## src/rtl/sipo_rx_ctrl.sv

```systemverilog
// sipo_rx_ctrl: frames LSB-first serial bits into words and buffers them behind a valid/ready handshake
module sipo_rx_ctrl #(
   parameter int WIDTH = 8,
   parameter int TOUT  = 16
) (
   input  logic             clk_i,
   input  logic             rst_i,
   input  logic             start_i,
   input  logic             bit_i,
   input  logic             bit_vld_i,
   output logic [WIDTH-1:0] word_o,
   output logic             word_vld_o,
   input  logic             word_rdy_i,
   output logic             busy_o,
   output logic             ovr_o,
   output logic             tout_o,
   input  logic             clr_i
);
   localparam int CW = $clog2(WIDTH);
   localparam int TW = $clog2(TOUT) + 1;
   localparam logic [0:0] S_IDLE  = 1'b0;
   localparam logic [0:0] S_SHIFT = 1'b1;

   logic [0:0]       state;
   logic [WIDTH-1:0] shreg;
   logic [CW-1:0]    cnt;
   logic [TW-1:0]    timer;
   logic [WIDTH-1:0] next_word;
   logic             done;
   logic             load;

   assign next_word = {bit_i, shreg[WIDTH-1:1]};
   // a restart in the last-bit cycle wins, so completion requires start_i low
   assign done      = (state == S_SHIFT) && !start_i && bit_vld_i && (cnt == CW'(WIDTH-1));
   assign load      = done && (!word_vld_o || word_rdy_i);
   assign busy_o    = (state == S_SHIFT);

   // framing: start/restart, bit shifting, completion and inter-bit timeout
   always_ff @(posedge clk_i or posedge rst_i) begin
      if (rst_i) begin
         state  <= S_IDLE;
         shreg  <= '0;
         cnt    <= '0;
         timer  <= '0;
         tout_o <= 1'b0;
      end else begin
         tout_o <= 1'b0;
         if (state == S_IDLE) begin
            if (start_i) begin
               state <= S_SHIFT;
               cnt   <= '0;
               timer <= '0;
            end
         end else if (start_i) begin
            cnt   <= '0;
            timer <= '0;
         end else if (bit_vld_i) begin
            shreg <= next_word;
            timer <= '0;
            cnt   <= done ? '0 : cnt + 1'b1;
            if (done) state <= S_IDLE;
         end else if (timer == TW'(TOUT-1)) begin
            state  <= S_IDLE;
            tout_o <= 1'b1;
            cnt    <= '0;
            timer  <= '0;
         end else begin
            timer <= timer + 1'b1;
         end
      end
   end

   // one-deep output buffer; a full, unpopped buffer drops the new word and flags overrun
   always_ff @(posedge clk_i or posedge rst_i) begin
      if (rst_i) begin
         word_o     <= '0;
         word_vld_o <= 1'b0;
         ovr_o      <= 1'b0;
      end else begin
         if (load) begin
            word_o     <= next_word;
            word_vld_o <= 1'b1;
         end else if (word_vld_o && word_rdy_i) begin
            word_vld_o <= 1'b0;
         end
         if (done && !load) ovr_o <= 1'b1;
         else if (clr_i) ovr_o <= 1'b0;
      end
   end
endmodule

```

## config.mk

```make
export PLATFORM = sky130hd
export DESIGN_NAME = sipo_rx_ctrl
export DESIGN_NICKNAME = d
export VERILOG_FILES = /design/src/rtl/sipo_rx_ctrl.sv
export SDC_FILE = /design/constraint.sdc
export NUM_CORES = 1
export LEC_CHECK = 0
export BUFFER_PORTS_ARGS = -buffer_cell sky130_fd_sc_hd__buf_2
export CAP_MARGIN = 20
export CORE_UTILIZATION = 49
export CTS_CLUSTER_DIAMETER = 150
export DETAILED_ROUTE_END_ITERATION = 6
export PLACE_DENSITY = 0.77
export REMOVE_ABC_BUFFERS = 1
export SLEW_MARGIN = 20
export SYNTH_ARGS = -nofsm -noshare
export SYNTH_HDL_FRONTEND = slang
export SYNTH_SLANG_ARGS = --single-unit
```

## constraint.sdc

```tcl
create_clock -name clk_i -period 1.3 [get_ports clk_i]
set_input_delay 0.065 -clock clk_i [delete_from_list [all_inputs] [get_ports clk_i]]
set_output_delay 0.065 -clock clk_i [all_outputs]
set_load 0.02 [all_outputs]
```

==> reports/qor.txt, run 1 <==
Hold EP: timer[1]$_DFFE_PP0P_
reg-to-reg critical path startpoint: cnt[1]$_DFFE_PP0P_
critical-path maximum fanout: 8
clk root buf: clkbuf_4
clock sink total: 27
Initial Util: 0.535
layout cells sized above 1: 0.364
IO Port Bufs: 18
max-slew violations: 0
full die area: 2690 um2
Placer Congestion: 0.808
placed insts: 157
area occupied by multi-input gates: 547 um2
grt total ovfl: 0
Worst-Skew Late Latency: 310 ps
DRC: 0
Final WS setup: -93.1 ps
synth top area cells: dfrtp_1, mux2_4, nand2_1
Post-synth EDFFs: 0
Pre-Repair DR Iteration Count: 4
Worst setup EP type: flop
Seq. cell area: 676 um2
Synth warnings: 0
violated checks: setup timing
number of global-route vias before repair: 872
Die Width: 51.9 um
hold path start: start_i
post-synth cell types: 28
Synth top cells by count: dfrtp_1, nand2_1, mux2_4, nand2b_1, a21oi_1
final antenna-violating net count: 0
# rows: 17
RSZ-0062 raised after global routing: true
first-pass GRT wire length: 3840 um
cell taking the most area after synthesis: dfrtp_1
Final Critical Period: 1390 ps
critical path arrival: 1600 ps
fmax: 718 MHz
CTS tree: built
I/O pin count: 19
# H-tree levels: 1
Synth top area share: 0.554
status: complete, but fails checks
Final nets: 154
Final Hold Fails: 0
final hold slack: 79.8 ps
Antenna Cells: 0
Setup Skew: 1.45 ps
fin cells: 171
clock-pin transition on the worst setup and hold timing paths: 140 ps
routed vias: 897
setup TNS: -795 ps
WP data required: 1510 ps
count of final setup violators: 11
flop2flop setup slack: -90 ps
DR vias/cell: 5.25
DP HPWL: 1620 um
Die H: 51.9 um
Avg Inst Size Synth: 11.4 um2
Slew headroom: 0.774
gr usage total: 0.198
fin crit share: 1.07
max cap viols: 0
initial antenna violation count: 0
Critical Path Source Type: flop
WL/cell: 13.7 um
FFs w/ async S/R, synth: 1.00
DR iter-0 viols: 17
area of the core: 2280 um2
Area Growth Syn to Fin: 26.9%
Placement Setup Slack: -162 ps
hold depth: 3
Seq/Total Area, Yosys: 0.554
PwrDens: 924 nW/um2
R2R cell count: 4
Max IR drop VDD: 0.574 mV
Cells after Synth: 107
FF+latch count, synth: 27
largest net degree at the start of global routing: 28
CTS buffer count: 3
Cell Area, Synth: 1220 um2
most frequent cell after synthesis: dfrtp_1
Fillers: 168
worst setup path class: flop to flop
R2R Path End: word_o[6]$_DFFE_PP0P_
P_leak: 0.812 nW
maximum clock insertion buffer count: 2
DRT Wirelength: 2350 um
Worst Hold Class: primary input to flop
Main synth FF type: dfrtp_1
worst slew pin tran: 339 ps
[cells in the final DEF, fill, tap and decap left out, drive strengths merged]
| master | synthesis | layout |
|---|---|---|
| buf | 3 | 33 |
| inv | 3 | 3 |
| nand2 | 25 | 25 |
| a211oi | 1 | 1 |
| nand3b | 2 | 2 |
| or4b | 1 | 1 |
| dfrtp | 27 | 27 |
| a21boi | 1 | 1 |
| nand2b | 8 | 8 |
| mux2 | 8 | 8 |
| a31oi | 1 | 1 |
| o22ai | 1 | 1 |
| ha | 3 | 3 |
| nor4b | 1 | 1 |
| dlygate4sd3 | 0 | 3 |
| nor2 | 2 | 2 |
| nand4 | 2 | 2 |
| o211ai | 1 | 1 |
| a21oi | 4 | 4 |
| o21ai | 3 | 3 |
| nand3 | 3 | 3 |
| nor4bb | 1 | 1 |
| and3b | 2 | 2 |
| nand4b | 3 | 3 |
| clkbuf | 1 | 4 |
[flip-flops by register name, summed over array words and instances (netlist names)]
| name | cells |
|---|---|
| word_o | 8 |
| shreg | 7 |
| timer | 5 |
| cnt | 3 |
| busy_o | 1 |
| ovr_o | 1 |
| tout_o | 1 |
| word_vld_o | 1 |
[worst max-delay path by stage]
stage | from | endpoint | slack (ps)
final | cnt[1]$_DFFE_PP0P_ | word_o[6]$_DFFE_PP0P_ | -90
after global routing | cnt[1]$_DFFE_PP0P_ | word_o[0]$_DFFE_PP0P_ | -120
after CTS | cnt[1]$_DFFE_PP0P_ | word_o[0]$_DFFE_PP0P_ | -100
after detailed placement | cnt[0]$_DFFE_PP0P_ | word_o[6]$_DFFE_PP0P_ | -160
after global placement | cnt[0]$_DFFE_PP0P_ | word_o[7]$_DFFE_PP0P_ | -90
after floorplan | busy_o$_DFF_PP0_ | word_o[0]$_DFFE_PP0P_ | -340
[logic make-up (layout without fill, tap and decap cells)]
kind of cell	count (synthesis)	after routing	synth area share
flops	27	27	0.554
compound gates	12	12	0.0575
fa+ha+maj	3	3	0.0308
simple gates	50	50	0.229
buf+inv	7	43	0.0298
mux	8	8	0.0986
[power by group]
group / internal (mW) / leakage [nW] / total (mW) / switching (mW)
clock network: 0.120 / 0.0150 / 0.347 / 0.228
logic: 0.0735 / 0.434 / 0.154 / 0.0804
registers: 0.889 / 0.363 / 0.927 / 0.0383
total: 1.08 / 0.812 / 1.43 / 0.346
[metrics by stage]
step	util	area [um2]	power [mW]
2_1_floorplan	-	1190	1.01
3_3_place_gp	0.606	1380	1.06
3_5_place_dp	0.606	1380	1.08
4_1_cts	0.649	1480	1.43
5_1_grt	0.679	1550	1.52
6_report	0.679	1550	1.43
[critical path, stage by stage (launching register included)]
cell and delay (ps):
dfrtp_1 420, ha_2 210, ha_4 180, nand3_4 170
mux2_4 320
[final cells by class]
type | instances | area share
inverters | 3 | 0.00728
well taps | 28 | 0.0227
flip-flops and latches | 27 | 0.437
repair buffers | 36 | 0.163
multi-input cells | 73 | 0.354
clock buffers | 4 | 0.0170
[per-layer routing]
layer	routed length, um	up-vias	global-route usage
li1	-	440	-
met1	1050	438	0.232
met2	1200	17	0.363
met3	76	2	0.0263
met4	16	0	0.0676
met5	0	-	0
[repair_timing]
action	in CTS	in global routing
pin swaps	8	3
setup endpoints to repair	12	16
hold endpoints to repair	30	0
cloned	0	0
hold buffers	3	0
resized for setup	6	7
buffers inserted	2	5
Note: power is estimated with default switching activity, not from simulation.
==> run 2: changes to the inputs <==
--- a/config.mk
+++ b/config.mk
@@ -7,10 +7,11 @@
 export LEC_CHECK = 0
 export BUFFER_PORTS_ARGS = -buffer_cell sky130_fd_sc_hd__buf_2
 export CAP_MARGIN = 20
-export CORE_UTILIZATION = 49
+export CORE_ASPECT_RATIO = 1.5
+export CORE_UTILIZATION = 40
 export CTS_CLUSTER_DIAMETER = 150
 export DETAILED_ROUTE_END_ITERATION = 6
-export PLACE_DENSITY = 0.77
+export PLACE_DENSITY = 0.67
 export REMOVE_ABC_BUFFERS = 1
 export SLEW_MARGIN = 20
 export SYNTH_ARGS = -nofsm -noshare
==> run 2 against run 1 <==
The run still ends with setup timing left. Wire length grew 2.0%. Combinational power is essentially flat. Via count is the same. Critical path type unchanged. Highest routed layer unchanged.
==> reports/qor.txt, run 2 (synthesis gave the netlist of run 1 again) <==
# rows: 24
count of final setup violators: 11
Max IR drop VDD: 0.541 mV
grt total ovfl: 0
Setup Skew: 7.56 ps
Slew headroom: 0.773
setup TNS: -406 ps
first-pass GRT wire length: 3970 um
Fillers: 259
routed vias: 897
Die H: 69.6 um
DRC: 0
Area Growth Syn to Fin: 26.8%
Antenna Cells: 0
critical path arrival: 1500 ps
Placer Congestion: 0.765
area of the core: 2910 um2
DRT Wirelength: 2390 um
worst slew pin tran: 341 ps
final antenna-violating net count: 0
I/O pin count: 19
Pre-Repair DR Iteration Count: 4
Final nets: 151
critical-path maximum fanout: 8
P_leak: 0.789 nW
clock-pin transition on the worst setup and hold timing paths: 80 ps
Final Hold Fails: 0
Worst-Skew Late Latency: 270 ps
DP HPWL: 1640 um
maximum clock insertion buffer count: 2
Initial Util: 0.418
IO Port Bufs: 18
clk root buf: clkbuf_8
number of global-route vias before repair: 945
top flop regs: word_o (8), shreg (7), timer (5)
slowest stage delay, CP: 420 ps
status: complete, but fails checks
Die Width: 47.1 um
Largest register FFs: 8
fmax: 742 MHz
cell chain of the critical path: ha_4 > ha_4 > nand3_4 > mux2_4
Worst setup EP type: flop
final hold slack: 12.3 ps
initial antenna violation count: 0
Critical Path Source Type: flop
layout cells sized above 1: 0.350
# H-tree levels: 1
violated checks: setup timing
most frequent cells in the layout: dfrtp_1, nand2_1, buf_2
WP data required: 1450 ps
max-slew violations: 0
CP max-delay cell: dfrtp_1
CTS tree: built
DR iter-0 viols: 9
max cap viols: 0
PwrDens: 999 nW/um2
commonest non-fill, non-tap cell in the layout: dfrtp_1
Critical Path Most Common Cell: ha_4
Final Critical Period: 1350 ps
Final WS setup: -48.5 ps
clock sink total: 27
area occupied by multi-input gates: 553 um2
fin crit share: 1.04
gr usage total: 0.162
Seq. cell area: 676 um2
WL/cell: 13.4 um
CTS buffer count: 3
Biggest register: word_o
largest net degree at the start of global routing: 28
Worst Hold Class: primary input to flop
DR vias/cell: 5.01
RSZ-0062 raised after global routing: true
full die area: 3280 um2
final core utilization: 0.530
worst setup path class: flop to flop
-- run 2: power breakdown --
| group | switching, mW | internal [mW] | leakage, nW |
|---|---|---|---|
| Sequential | 0.0394 | 0.889 | 0.363 |
| Combinational | 0.0804 | 0.0751 | 0.403 |
| Clock | 0.241 | 0.219 | 0.0228 |
-- run 2: worst max-delay path, delay by kind of cell (launching register included) --
| kind | cells | cell delay [ps] |
|---|---|---|
| AND/OR/NAND/NOR | 1 | 140 |
| multiplexers | 1 | 320 |
| adder cells (fa/ha/maj) | 2 | 360 |
| flip-flops | 1 | 420 |
-- run 2: worst paths after layout --
check	startpoint	end	slack, ps	cells after the start
max in group asynchronous	rst_i	ovr_o$_DFFE_PP0P_	650	4
hold reg to reg	shreg[1]$_DFFE_PP0P_	shreg[1]$_DFFE_PP0P_	490	2
hold / removal	bit_i	shreg[7]$_DFFE_PP0P_	10	3
setup reg to reg	cnt[1]$_DFFE_PP0P_	word_o[4]$_DFFE_PP0P_	-50	4
min in group asynchronous	rst_i	timer[0]$_DFFE_PP0P_	390	4
setup / recovery	cnt[1]$_DFFE_PP0P_	word_o[4]$_DFFE_PP0P_	-50	4
-- run 2: what timing repair did --
item	CTS	global route
buffers inserted	3	1
resized for setup	4	5
hold endpoints to repair	28	0
setup endpoints to repair	11	15
pin swaps	3	6
hold buffers	2	0
-- run 2: area by class of cell --
cell class,count,share of cell area
inverters,3,0.00729
multi-input cells,73,0.358
repair buffers,33,0.137
clock buffers,4,0.0291
flip-flops and latches,27,0.437
well taps,39,0.0316
-- run 2: routing by layer --
| metal | track usage | part of all wire | vias up |
|---|---|---|---|
| li1 | - | - | 431 |
| met1 | 0.179 | 0.40 | 444 |
| met2 | 0.293 | 0.56 | 20 |
| met3 | 0.0234 | 0.028 | 2 |
| met4 | 0.0571 | 0.0075 | 0 |
| met5 | 0 | 0 | - |
-- run 2: per-stage QoR --
stage	worst slack (ps)	instances	instance area (um2)	power (mW)
2_1_floorplan	-337	103	1190	1.01
3_3_place_gp	-77.6	169	1400	1.07
3_5_place_dp	-128	169	1400	1.07
4_1_cts	-47.4	178	1510	1.55
5_1_grt	-97.0	179	1550	1.63
6_report	-48.5	179	1550	1.54
==> run 3: changes to the inputs <==
--- a/config.mk
+++ b/config.mk
@@ -11,7 +11,7 @@
 export CORE_UTILIZATION = 40
 export CTS_CLUSTER_DIAMETER = 150
 export DETAILED_ROUTE_END_ITERATION = 6
-export PLACE_DENSITY = 0.67
+export PLACE_DENSITY = 0.65
 export REMOVE_ABC_BUFFERS = 1
 export SLEW_MARGIN = 20
 export SYNTH_ARGS = -nofsm -noshare
==> constraint.sdc (replaced) <==
create_clock -name clk_i -period 1.5 [get_ports clk_i]
set_input_delay 0.075 -clock clk_i [delete_from_list [all_inputs] [get_ports clk_i]]
set_output_delay 0.075 -clock clk_i [all_outputs]
set_load 0.02 [all_outputs]
==> run 3 against run 2 <==
Global-route usage down 1.7 points. The run now ends clean. Via count is 4.7% lower. Combinational power is 32% lower. Non-clock buffer count is 8 lower. Worst setup slack improved by 160 ps. Power shrank 15%. Clock skew shrank 3.3 ps. Clock power shrank 14%. Sequential power shrank 14%. Flip-flop and latch count is the same. Largest cell class unchanged. Utilization shrank 3.7 points.
==> reports/qor.txt, run 3 (synthesis gave the netlist of run 1 again) <==
Initial Util: 0.418
flop2flop setup slack: 110 ps
gr usage total: 0.146
Worst Setup SP: cnt[0]$_DFFE_PP0P_
Placer Congestion: 0.733
worst setup path class: flop to flop
fin crit share: 0.926
cell family with most CP delay: adder cells
clock network power share: 0.304
hold depth: 3
grt total ovfl: 0
Pre-Repair DR Iteration Count: 4
CP Capture Point: word_o[1]$_DFFE_PP0P_
Final Power: 1.30 mW
routed vias: 855
reg-to-reg critical path startpoint: cnt[0]$_DFFE_PP0P_
largest net degree at the start of global routing: 28
most frequent cells in the layout: dfrtp_1, nand2_1, buf_2
clock sink total: 27
Final nets: 143
DP HPWL: 1490 um
critical path arrival: 1550 ps
Antenna Cells: 0
worst slew pin tran: 335 ps
slowest stage delay, CP: 410 ps
Worst-Skew Late Latency: 260 ps
final antenna-violating net count: 0
# rows: 24
Die H: 69.6 um
cell chain of the critical path: ha_1 > ha_2 > nand3_4 > mux2_4
Buffers & Inverters on Critical Path: 0
Fillers: 281
Max IR drop VDD: 0.409 mV
# H-tree levels: 1
clk root buf: clkbuf_8
IO Port Bufs: 18
area of the core: 2910 um2
number of global-route vias before repair: 822
Worst Hold Class: primary input to flop
CP max-delay cell: dfrtp_1
CTS tree: built
Post-CTS Setup Bufs: 0
critical-path maximum fanout: 8
DR iter-0 viols: 8
DRC: 0
combinational power share: 0.081
Crit path depth: 4
Final Critical Period: 1390 ps
Seq. cell area: 676 um2
Worst setup EP type: flop
Sw Ratio: 0.230
area occupied by multi-input gates: 509 um2
maximum clock insertion buffer count: 2
full die area: 3280 um2
Biggest register: word_o
max-slew violations: 0
Slew headroom: 0.777
max cap viols: 0
Setup Skew: 4.25 ps
P_leak: 0.750 nW
layout cells sized above 1: 0.280
R2R cell count: 4
PwrDens: 908 nW/um2
top flop regs: word_o (8), shreg (7), timer (5)
design area: 1440 um2
fmax: 720 MHz
RSZ-0062 raised after global routing: false
commonest non-fill, non-tap cell in the layout: dfrtp_1
Largest register FFs: 8
status: finished clean
I/O pin count: 19
initial antenna violation count: 0
Sw Pwr: 0.300 mW
Critical Path Source Type: flop
first-pass GRT wire length: 3590 um
CTS buffer count: 3
DRT Wirelength: 2030 um
Area Growth Syn to Fin: 18.0%
DR vias/cell: 5.00
WL/cell: 11.9 um
sequential fraction of design power: 0.615
Die Width: 47.1 um
DP Area: 1370 um2
R2R Path End: word_o[1]$_DFFE_PP0P_
Internal: 1.01 mW
clock-pin transition on the worst setup and hold timing paths: 90 ps
Final Hold Fails: 0
WP data required: 1660 ps
count of final setup violators: 0
## run 3: cell type report
| type | instances | area share |
|---|---|---|
| flip-flops and latches | 27 | 0.470 |
| multi-input cells | 73 | 0.354 |
| repair buffers | 25 | 0.103 |
| well taps | 39 | 0.0339 |
| clock buffers | 4 | 0.0313 |
| inverters | 3 | 0.00783 |
## run 3: worst min path at each step
stage,start,end,slack [ps]
6_report,bit_i,shreg[7]$_DFFE_PP0P_,20
3_3_place_gp,rst_i,tout_o$_DFF_PP0_,150
3_5_place_dp,rst_i,tout_o$_DFF_PP0_,160
4_1_cts,bit_i,shreg[7]$_DFFE_PP0P_,10
5_1_grt,bit_i,shreg[7]$_DFFE_PP0P_,30
2_1_floorplan,rst_i,busy_o$_DFF_PP0_,130
## run 3: tightest hold or removal path: cells and delay by family
family / cells / cell delay, ps
buffers and inverters: 1 / 90
AND/OR/NAND/NOR: 2 / 90
## run 3: layer usage
| layer | part of all wire | wire (um) | track usage |
|---|---|---|---|
| met1 | 0.44 | 901 | 0.186 |
| met2 | 0.52 | 1070 | 0.244 |
| met3 | 0.028 | 56 | 0.0182 |
| met4 | 0.0054 | 11 | 0.0476 |
| met5 | 0 | 0 | 0 |
## run 3: power by group through the flow
stage	Clock, mW	Sequential (mW)	Combinational, mW
floorplan	0	0.809	0.0670
global placement	0	0.814	0.101
detailed placement	0	0.817	0.106
CTS	0.415	0.803	0.110
global route	0.449	0.810	0.126
finish	0.397	0.802	0.106
## run 3: through the flow
step / worst slack, ps / hold slack [ps] / cells / TNS, ps / utilization
floorplan: -137 / 128 / 103 / -1090 / -
global placement: 88.0 / 148 / 165 / 0 / 0.470
detailed placement: 52.8 / 159 / 165 / 0 / 0.470
CTS: 41.1 / 14.5 / 171 / 0 / 0.493
global route: 43.4 / 29.3 / 171 / 0 / 0.494
finish: 111 / 16.7 / 171 / 0 / 0.494
## run 3: timing repair
item	4_1_cts	5_1_grt
endpoints found under the hold margin	28	0
resized for setup	0	1
setup endpoints to repair	0	9
hold buffers	2	0
